--- config.mk ---
export PLATFORM = sky130hd
export DESIGN_NAME = reg_write_sequencer
export DESIGN_NICKNAME = d
export VERILOG_FILES = /design/src/rtl/reg_write_sequencer.sv
export SDC_FILE = /design/constraint.sdc
export NUM_CORES = 1
export LEC_CHECK = 0
export BUFFER_PORTS_ARGS = -buffer_cell sky130_fd_sc_hd__buf_2
export CORE_MARGIN = 2
export CORE_UTILIZATION = 50
export DETAILED_ROUTE_END_ITERATION = 7
export PLACE_DENSITY_LB_ADDON = 0.25
export SLEW_MARGIN = 30
export SYNTH_ARGS = -nofsm -noshare
export SYNTH_HDL_FRONTEND = slang
export SYNTH_SLANG_ARGS = --single-unit
--- constraint.sdc ---
create_clock -name clk -period 2.8 [get_ports clk]
set_input_delay 0.14 -clock clk [delete_from_list [all_inputs] [get_ports clk]]
set_output_delay 0.14 -clock clk [all_outputs]
set_load 0.01 [all_outputs]
--- src/rtl/reg_write_sequencer.sv ---
// Register-write sequencer: buffers destination masks in a small FIFO and
// serialises each set bit into an op/out transaction on the decoder select bus.
// Optional macro WSEQ_STAT_CNT_EN adds a saturating wr_count of out phases.
module reg_write_sequencer #(
  parameter int FIFO_DEPTH = 4,
  parameter int MASK_W     = 10
) (
  input  logic              clk,
  input  logic              rst_n,
  input  logic              req_valid,
  input  logic [MASK_W-1:0] req_mask,
  output logic              req_ready,
  output logic [3:0]        sel,
  output logic              en_op,
  output logic              en_out,
  output logic              busy,
  output logic              mask_done,
`ifdef WSEQ_STAT_CNT_EN
  output logic              err_zero,
  output logic [15:0]       wr_count
`else
  output logic              err_zero
`endif
);

  localparam int AW = $clog2(FIFO_DEPTH);

  typedef enum logic [1:0] {IDLE, OP, OUT} state_t;

  // Mask bit index to decoder select code; unused codes never come out.
  function automatic logic [3:0] code_of(input logic [3:0] idx);
    case (idx)
      4'd0:    code_of = 4'b0001;
      4'd1:    code_of = 4'b0100;
      4'd2:    code_of = 4'b0101;
      4'd3:    code_of = 4'b0110;
      4'd4:    code_of = 4'b0111;
      4'd5:    code_of = 4'b1000;
      4'd6:    code_of = 4'b1001;
      4'd7:    code_of = 4'b1010;
      4'd8:    code_of = 4'b1011;
      4'd9:    code_of = 4'b1100;
      default: code_of = 4'b0000;
    endcase
  endfunction

  // Index of the lowest set bit (scan high to low, last hit wins).
  function automatic logic [3:0] low_idx(input logic [MASK_W-1:0] m);
    logic [3:0] r;
    r = '0;
    for (int i = MASK_W - 1; i >= 0; i--)
      if (m[i]) r = 4'(i);
    return r;
  endfunction

  state_t                             state_q, state_d;
  logic [FIFO_DEPTH-1:0][MASK_W-1:0]  fifo_q, fifo_d;
  logic [AW-1:0]                      wr_ptr_q, wr_ptr_d, rd_ptr_q, rd_ptr_d;
  logic [AW:0]                        cnt_q, cnt_d;
  logic [MASK_W-1:0]                  work_q, work_d;
  logic [3:0]                         sel_q, sel_d;
  logic                               en_op_q, en_op_d, en_out_q, en_out_d;
  logic                               mask_done_q, mask_done_d, err_zero_q, err_zero_d;
  logic                               accept, push, pop;

  // FIFO bookkeeping; a zero mask is acknowledged but never stored.
  always_comb begin
    req_ready  = (cnt_q != (AW + 1)'(FIFO_DEPTH));
    accept     = req_valid && req_ready;
    push       = accept && (|req_mask);
    pop        = (state_q == IDLE) && (cnt_q != '0);
    err_zero_d = accept && !(|req_mask);
    fifo_d     = fifo_q;
    wr_ptr_d   = wr_ptr_q;
    rd_ptr_d   = rd_ptr_q;
    cnt_d      = cnt_q;
    if (push) begin
      fifo_d[wr_ptr_q] = req_mask;
      wr_ptr_d         = wr_ptr_q + AW'(1);
    end
    if (pop) rd_ptr_d = rd_ptr_q + AW'(1);
    case ({push, pop})
      2'b10:   cnt_d = cnt_q + (AW + 1)'(1);
      2'b01:   cnt_d = cnt_q - (AW + 1)'(1);
      default: cnt_d = cnt_q;
    endcase
    busy = (cnt_q != '0) || (state_q != IDLE);
  end

  // Next state; bus outputs are registered so they trail the state by a cycle.
  always_comb begin
    state_d     = state_q;
    work_d      = work_q;
    sel_d       = sel_q;
    en_op_d     = 1'b0;
    en_out_d    = 1'b0;
    mask_done_d = 1'b0;
    case (state_q)
      IDLE: begin
        if (pop) begin
          work_d  = fifo_q[rd_ptr_q];
          state_d = OP;
        end
      end
      OP: begin
        sel_d   = code_of(low_idx(work_q));
        en_op_d = 1'b1;
        state_d = OUT;
      end
      OUT: begin
        en_out_d = 1'b1;
        work_d   = work_q & (work_q - MASK_W'(1));
        if (work_d == '0) begin
          mask_done_d = 1'b1;
          state_d     = IDLE;
        end else begin
          state_d = OP;
        end
      end
      default: state_d = IDLE;
    endcase
  end

  // State and output registers, synchronous active-low reset.
  always_ff @(posedge clk) begin
    if (!rst_n) begin
      state_q     <= IDLE;
      fifo_q      <= '0;
      wr_ptr_q    <= '0;
      rd_ptr_q    <= '0;
      cnt_q       <= '0;
      work_q      <= '0;
      sel_q       <= '0;
      en_op_q     <= 1'b0;
      en_out_q    <= 1'b0;
      mask_done_q <= 1'b0;
      err_zero_q  <= 1'b0;
    end else begin
      state_q     <= state_d;
      fifo_q      <= fifo_d;
      wr_ptr_q    <= wr_ptr_d;
      rd_ptr_q    <= rd_ptr_d;
      cnt_q       <= cnt_d;
      work_q      <= work_d;
      sel_q       <= sel_d;
      en_op_q     <= en_op_d;
      en_out_q    <= en_out_d;
      mask_done_q <= mask_done_d;
      err_zero_q  <= err_zero_d;
    end
  end

  assign sel       = sel_q;
  assign en_op     = en_op_q;
  assign en_out    = en_out_q;
  assign mask_done = mask_done_q;
  assign err_zero  = err_zero_q;

`ifdef WSEQ_STAT_CNT_EN
  logic [15:0] wr_count_q, wr_count_d;

  // Saturating count of out phases seen on the bus.
  always_comb begin
    wr_count_d = wr_count_q;
    if (en_out_q && (wr_count_q != 16'hFFFF)) wr_count_d = wr_count_q + 16'd1;
  end

  // Counter register.
  always_ff @(posedge clk) begin
    if (!rst_n) wr_count_q <= '0;
    else        wr_count_q <= wr_count_d;
  end

  assign wr_count = wr_count_q;
`endif

endmodule
# After elaboration in Yosys (flattened, before gate mapping)

Memories as Yosys holds them, arrays and structs flattened. A register that Yosys moved wholly into a read port is not among the register bits.
Index checks and enable logic that the tools add are counted.

Register bits: 63
ROM bits: 64
Bits of input ports: 13
Output and inout bits: 10
Memories kept: 1

Add/sub/neg operators: 5
$lt $le $gt $ge: 3
Eq/ne operators: 6
Multiplexer cells: 25
Bitwise gates (word level): 1
Reduce and logical (&&, ||, !) cells: 17

Memory list:

| memory           | words | width | read ports | clocked after Yosys merged registers in | wr ports | line | source |
|---|---|---|---|---|---|---|---|
| (name not given) | 16    | 4     | 1          | 1                                       | 0        | 32   | `case (idx)` |

Operators with widths:

| cell                    | count |
|---|---|
| $mux W4                 | 11 |
| $bwmux W40              | 1 |
| $mux W10                | 3 |
| $bmux W10 S2            | 1 |
| $demux W10 S2           | 1 |
| $pmux W10 S2            | 1 |
| $and A10 B10 Y10        | 1 |
| $logic_not A10 Y1       | 1 |
| $reduce_or A10 Y1       | 1 |
| $sub A10 B1 Y10 const B | 1 |
| $lt A2 B3 Y1 const B    | 2 |
| $pmux W2 S3             | 1 |
| $pmux W3 S2             | 1 |
| $reduce_bool A2 Y1      | 3 |
| $logic_and A1 B1 Y1     | 5 |
| $add A2 B1 Y2 const B   | 2 |
| $eq A2 B1 Y1 const B    | 2 |
| $eq A2 B2 Y1 const B    | 2 |
| $mux W1                 | 4 |
| $reduce_and A2 Y1       | 2 |
| $add A3 B1 Y3 const B   | 1 |
| $ne A3 B3 Y1 const B    | 1 |
| $reduce_bool A3 Y1      | 1 |
| $sub A3 B1 Y3 const B   | 1 |
| 6 further kinds         | 7 |

# Logic depth before layout (Yosys ltp)

Depth after elaboration: 11
Depth in mapped cells: 10
Depth with buffers taken out: 9

# Worst setup path before layout

No wires, ideal clock.

Kind: register to register
From: reg cnt_q[0]
To: reg cnt_q[2]
Library setup time: 0.070 ns
Data arrival time: 2.390 ns
Slack: 0.340 ns
Cell stages (with the launch flop): 11
Buffers on the path: 1
Cell sequence: dfxtp_1 > or3b_2 > and2_1 > clkbuf_1 > nand2_1 > ha_1 > inv_1 > fa_1 > xor2_1 > or3_1 > a21oi_1

Word-level cells in the longest chain between the ends: 5

RTL lines:

| item                                                     | line | source |
|---|---|---|
| start, declared                                          | 59   | `logic [AW:0] cnt_q, cnt_d;` |
| start signal, assigned                                   | 143  | `cnt_q <= cnt_d;` |
| $ne A3 B3 Y1 *                                           | 68   | `req_ready = (cnt_q != (AW + 1)'(FIFO_DEPTH));` |
| named net req_ready                                      | 12   | `output logic req_ready,` |
| $logic_and A1 B1 Y1 *                                    | 69   | `accept = req_valid && req_ready;` |
| $logic_and A1 B1 Y1 *                                    | 70   | `push = accept && (\|req_mask);` |
| $eq A2 B1 Y1 / $eq A2 B2 Y1 (equally long branches)      | 82   | `case ({push, pop})` |
| $pmux W3 S2 / $reduce_bool A2 Y1 (equally long branches) | n/a  |  |

Mark *: on every way through the listed nets, which the timed path passes. The rest lies on a longest branch.
A chain may end at the register's enable or synchronous reset.

# Worst setup path after layout

From: reg cnt_q[2]
To: reg cnt_q[2]

Word-level cells in the longest chain between the ends: 5

RTL lines:

| item                                                     | line |
|---|---|
| $ne A3 B3 Y1                                             | 68 |
| $logic_and A1 B1 Y1                                      | 69 |
| $logic_and A1 B1 Y1                                      | 70 |
| $eq A2 B1 Y1 / $eq A2 B2 Y1 (equally long branches)      | 82 |
| $pmux W3 S2 / $reduce_bool A2 Y1 (equally long branches) | n/a |

Parallel ways exist; a longest one is shown, timed or not.

==> run_results.csv <==
group,metric,value,unit
yosys,ys_ff_latch,67,
cts,cts_inserted_buffers,9,
routing,drt_iter0_markers,116,
yosys,ys.flop_type,"dfxtp_1",
worst_setup_path,worstSetupStartpointType,"flop",
cts,cts.clk_slew.worst_paths,70,ps
cts,ctsHoldBuffers,0,
yosys,synth.most_common_cell,"nand2_1",
routing,ant_nets,0,
sta,fin_ws,338.4,ps
routing,detail_route.wl_per_cell,15.03,microns
floorplan,die_h,84.13,microns
place,place_ws,358.0,ps
sta,max_freq,0.4062,GHz
sta,tns,0,ps
sta,report.final.slew_viol_count,0,
worst_hold_path,hold_class,"primary input to flop",
worst_setup_path,crit_path_top_delay_cell,"or3b_2",
cts,cts.sinks,67,
global_routing,grt_overflow_total,0,
cts,postCtsSetupRepairBufs,0,
place,port_buffers,22,
yosys,yosysSeqAreaShare,41.78,%
outcome,status,"complete, no violations",
cts,cts-root-buf,"clkbuf_8",
yosys,synthesis.nets,371,
global_routing,grt_antenna_before_repair,0,
floorplan,die-area,7078,sq um
routing,wl,6.733,mm
yosys,yosys.area_share.simple,18.47,%
worst_setup_path,path_class,"flop to flop",
power,ir_worst_vdd,0.4820,mV
worst_hold_path,min-delay-start,"req_valid",
power,p_leak,0.001602,uW
worst_setup_path,critPathBufInv,1,
floorplan,die_w,84.13,microns
sta,tightest_slew,773.8,ps
global_routing,first_global_vias,2392,
yosys,synth_top_family_by_area,"multiplexers",
floorplan,core,6277,sq um
routing,vias_per_cell,5.491,
yosys,synthXorXnorAreaFrac,1.091,%
cts,htree_levels,3,
layout,n_antenna_cell,0,
yosys,synth.distinct_cells,42,
worst_setup_path,critPathMaxStageDelay,480,ps
routing,first_pass_iters,4,
sta,skew,7.192,ps
yosys,synth_area,3211,sq um
routing,drc,0,
floorplan,io-pin-count,23,
sta,layout_min_cycle_time,2462,ps
worst_setup_path,end_kind,"flop",
yosys,synth-edff-count,0,
routing,vias,2460,
yosys,synth-compound-area-share,9.704,%
yosys,synth_area_leaders,"dfxtp_1 (42%), mux2i_1 (12%), nand2_1 (8.1%)",
yosys,synth_mux_area_share,19.49,%
global_routing,grt_usage,20.44,%
worst_setup_path,startpoint,"cnt_q[2]",
run,cap_viol_max_count,0,
cts,clkLatencyLatePin,340,ps
cts,tritoncts,"built",
global_routing,grt_max_degree,54,
yosys,synth_area_per_cell,9.226,sq um
sta,setup_viol,0,
yosys,yosys.area.top_type,"dfxtp_1",
sta,hold_violations,0,
cts,cts_resized,0,
layout,layout.nets,389,
worst_setup_path,critPathMaxFanout,7,
yosys,synth.top_cells.by_count,"nand2_1 (69), dfxtp_1 (67), mux2i_1 (40), a21oi_1 (23), nor2_1 (20)",
yosys,ys.warnings.count,0,
layout,drive_above_1_share,15.90,%
worst_setup_path,r2r_start,"cnt_q[2]",
sta,grt_setup_unrepaired,"no",
global_routing,grt_pass1_wl,11.57,mm
floorplan,rows,29,
worst_setup_path,cp_data_required_time,3080,ps
worst_setup_path,cp_top_family,"simple AND/OR/NAND/NOR gates",
worst_setup_path,cp.arrival,2740,ps
sta,fin_crit_sh,87.91,%
layout,syn_to_final_growth,13.17,%
yosys,netlist.area_leader.share,41.78,%
place,hpwl,4.643,mm
power,powerDensity,929.5,nW/um^2
yosys,synth_fa_ha_area_share,4.443,%
cts,clk_path_buf_depth,2,
place,gp_congestion,0.9193,
worst_setup_path,cp_cell_sequence,"or3b_2 > and2_1 > nand2_1 > ha_1 > inv_1 > fa_1 > xor2_1 > or3_1 > a21oi_1",
yosys,async_flop_share,0,%
floorplan,start_util,51.15,%
yosys,synth_cells,348,
sta,relSlewSlack,48.27,%
[layout make-up]
| class | instances | area [sq um] |
|---|---|---|
| Clock buffer | 9 | 123.9 |
| Timing Repair Buffer | 28 | 155.1 |
| Inverter | 12 | 45.04 |
| Multi-Input combinational cell | 248 | 1708 |
| Sequential cell | 67 | 1341 |
| Clock inverter | 7 | 163.9 |
| Fill cell | 560 | 2644 |
| Tap cell | 77 | 96.34 |
[metrics by stage]
step | std cells | instance area (sq um) | total power (uW) | utilization (%) | hold WS, ps
floorplan | 348 | 3211 | 2014 | - | 299.5
global placement | 432 | 3346 | 2226 | 53.30 | 436.5
detailed placement | 432 | 3346 | 2250 | 53.30 | 450.2
CTS | 448 | 3633 | 3401 | 57.88 | 86.38
global route | 448 | 3633 | 3601 | 57.88 | 107.4
finish | 448 | 3633 | 3377 | 57.88 | 96.09
[path summary, 6_finish.rpt]
check	end	slack, ps	cells past startpoint
worst max-delay path	cnt_q[2]	340	9
worst min-delay path	err_zero	100	3
worst max register to register	cnt_q[2]	340	9
worst min register to register	sel[3]	450	2
[flip-flops by register name, indices dropped and copies added (netlist names)]
name,flops
wr_ptr_q,2
fifo_q,40
cnt_q,3
sel,4
mask_done,1
rd_ptr_q,2
state_q,2
work_q,10
en_op,1
err_zero,1
en_out,1
[cell families after synthesis]
group | after synthesis
AO/OA/AOI/OAI | 53
XOR/XNOR | 4
adder cells (fa/ha/maj) | 11
buffers and inverters | 33
flip-flops | 67
multiplexers | 50
AND/OR/NAND/NOR | 130
[tightest hold or removal path, delay by kind of cell]
family | cells | cell delay [ps]
AND/OR/NAND/NOR | 2 | 150
buffers and inverters | 1 | 100
[layer usage]
layer,part of all wire [%],track usage (%)
met4,2.0,9.384
met1,47,26.59
met3,2.5,3.638
met5,0,0
met2,48,33.26
[layout by cell type (no fill, tap or decap), types with 2 or more instances in the layout]
master	count
ha_1	9
xor2_1	3
o311ai_0	2
o211ai_1	3
nor3_1	5
or3_1	3
bufinv_16	5
nand2b_1	2
inv_1	12
nor2b_1	3
nor4_1	5
nand2_1	69
nand3_1	11
mux4_2	10
a21oi_1	23
and4_1	2
o2bb2ai_1	2
o21ai_0	15
nand4_1	2
clkbuf_8	9
a31oi_1	2
nor2_1	20
mux2i_1	40
buf_4	6
a211oi_1	2
buf_2	22
dfxtp_1	67
[report_power, final]
part           internal (uW)  switching [uW]  total [uW]
Clock                    772             382        1150
Sequential              1080             159        1240
Combinational            430             555         984
Power figures use the tool's default switching activity.
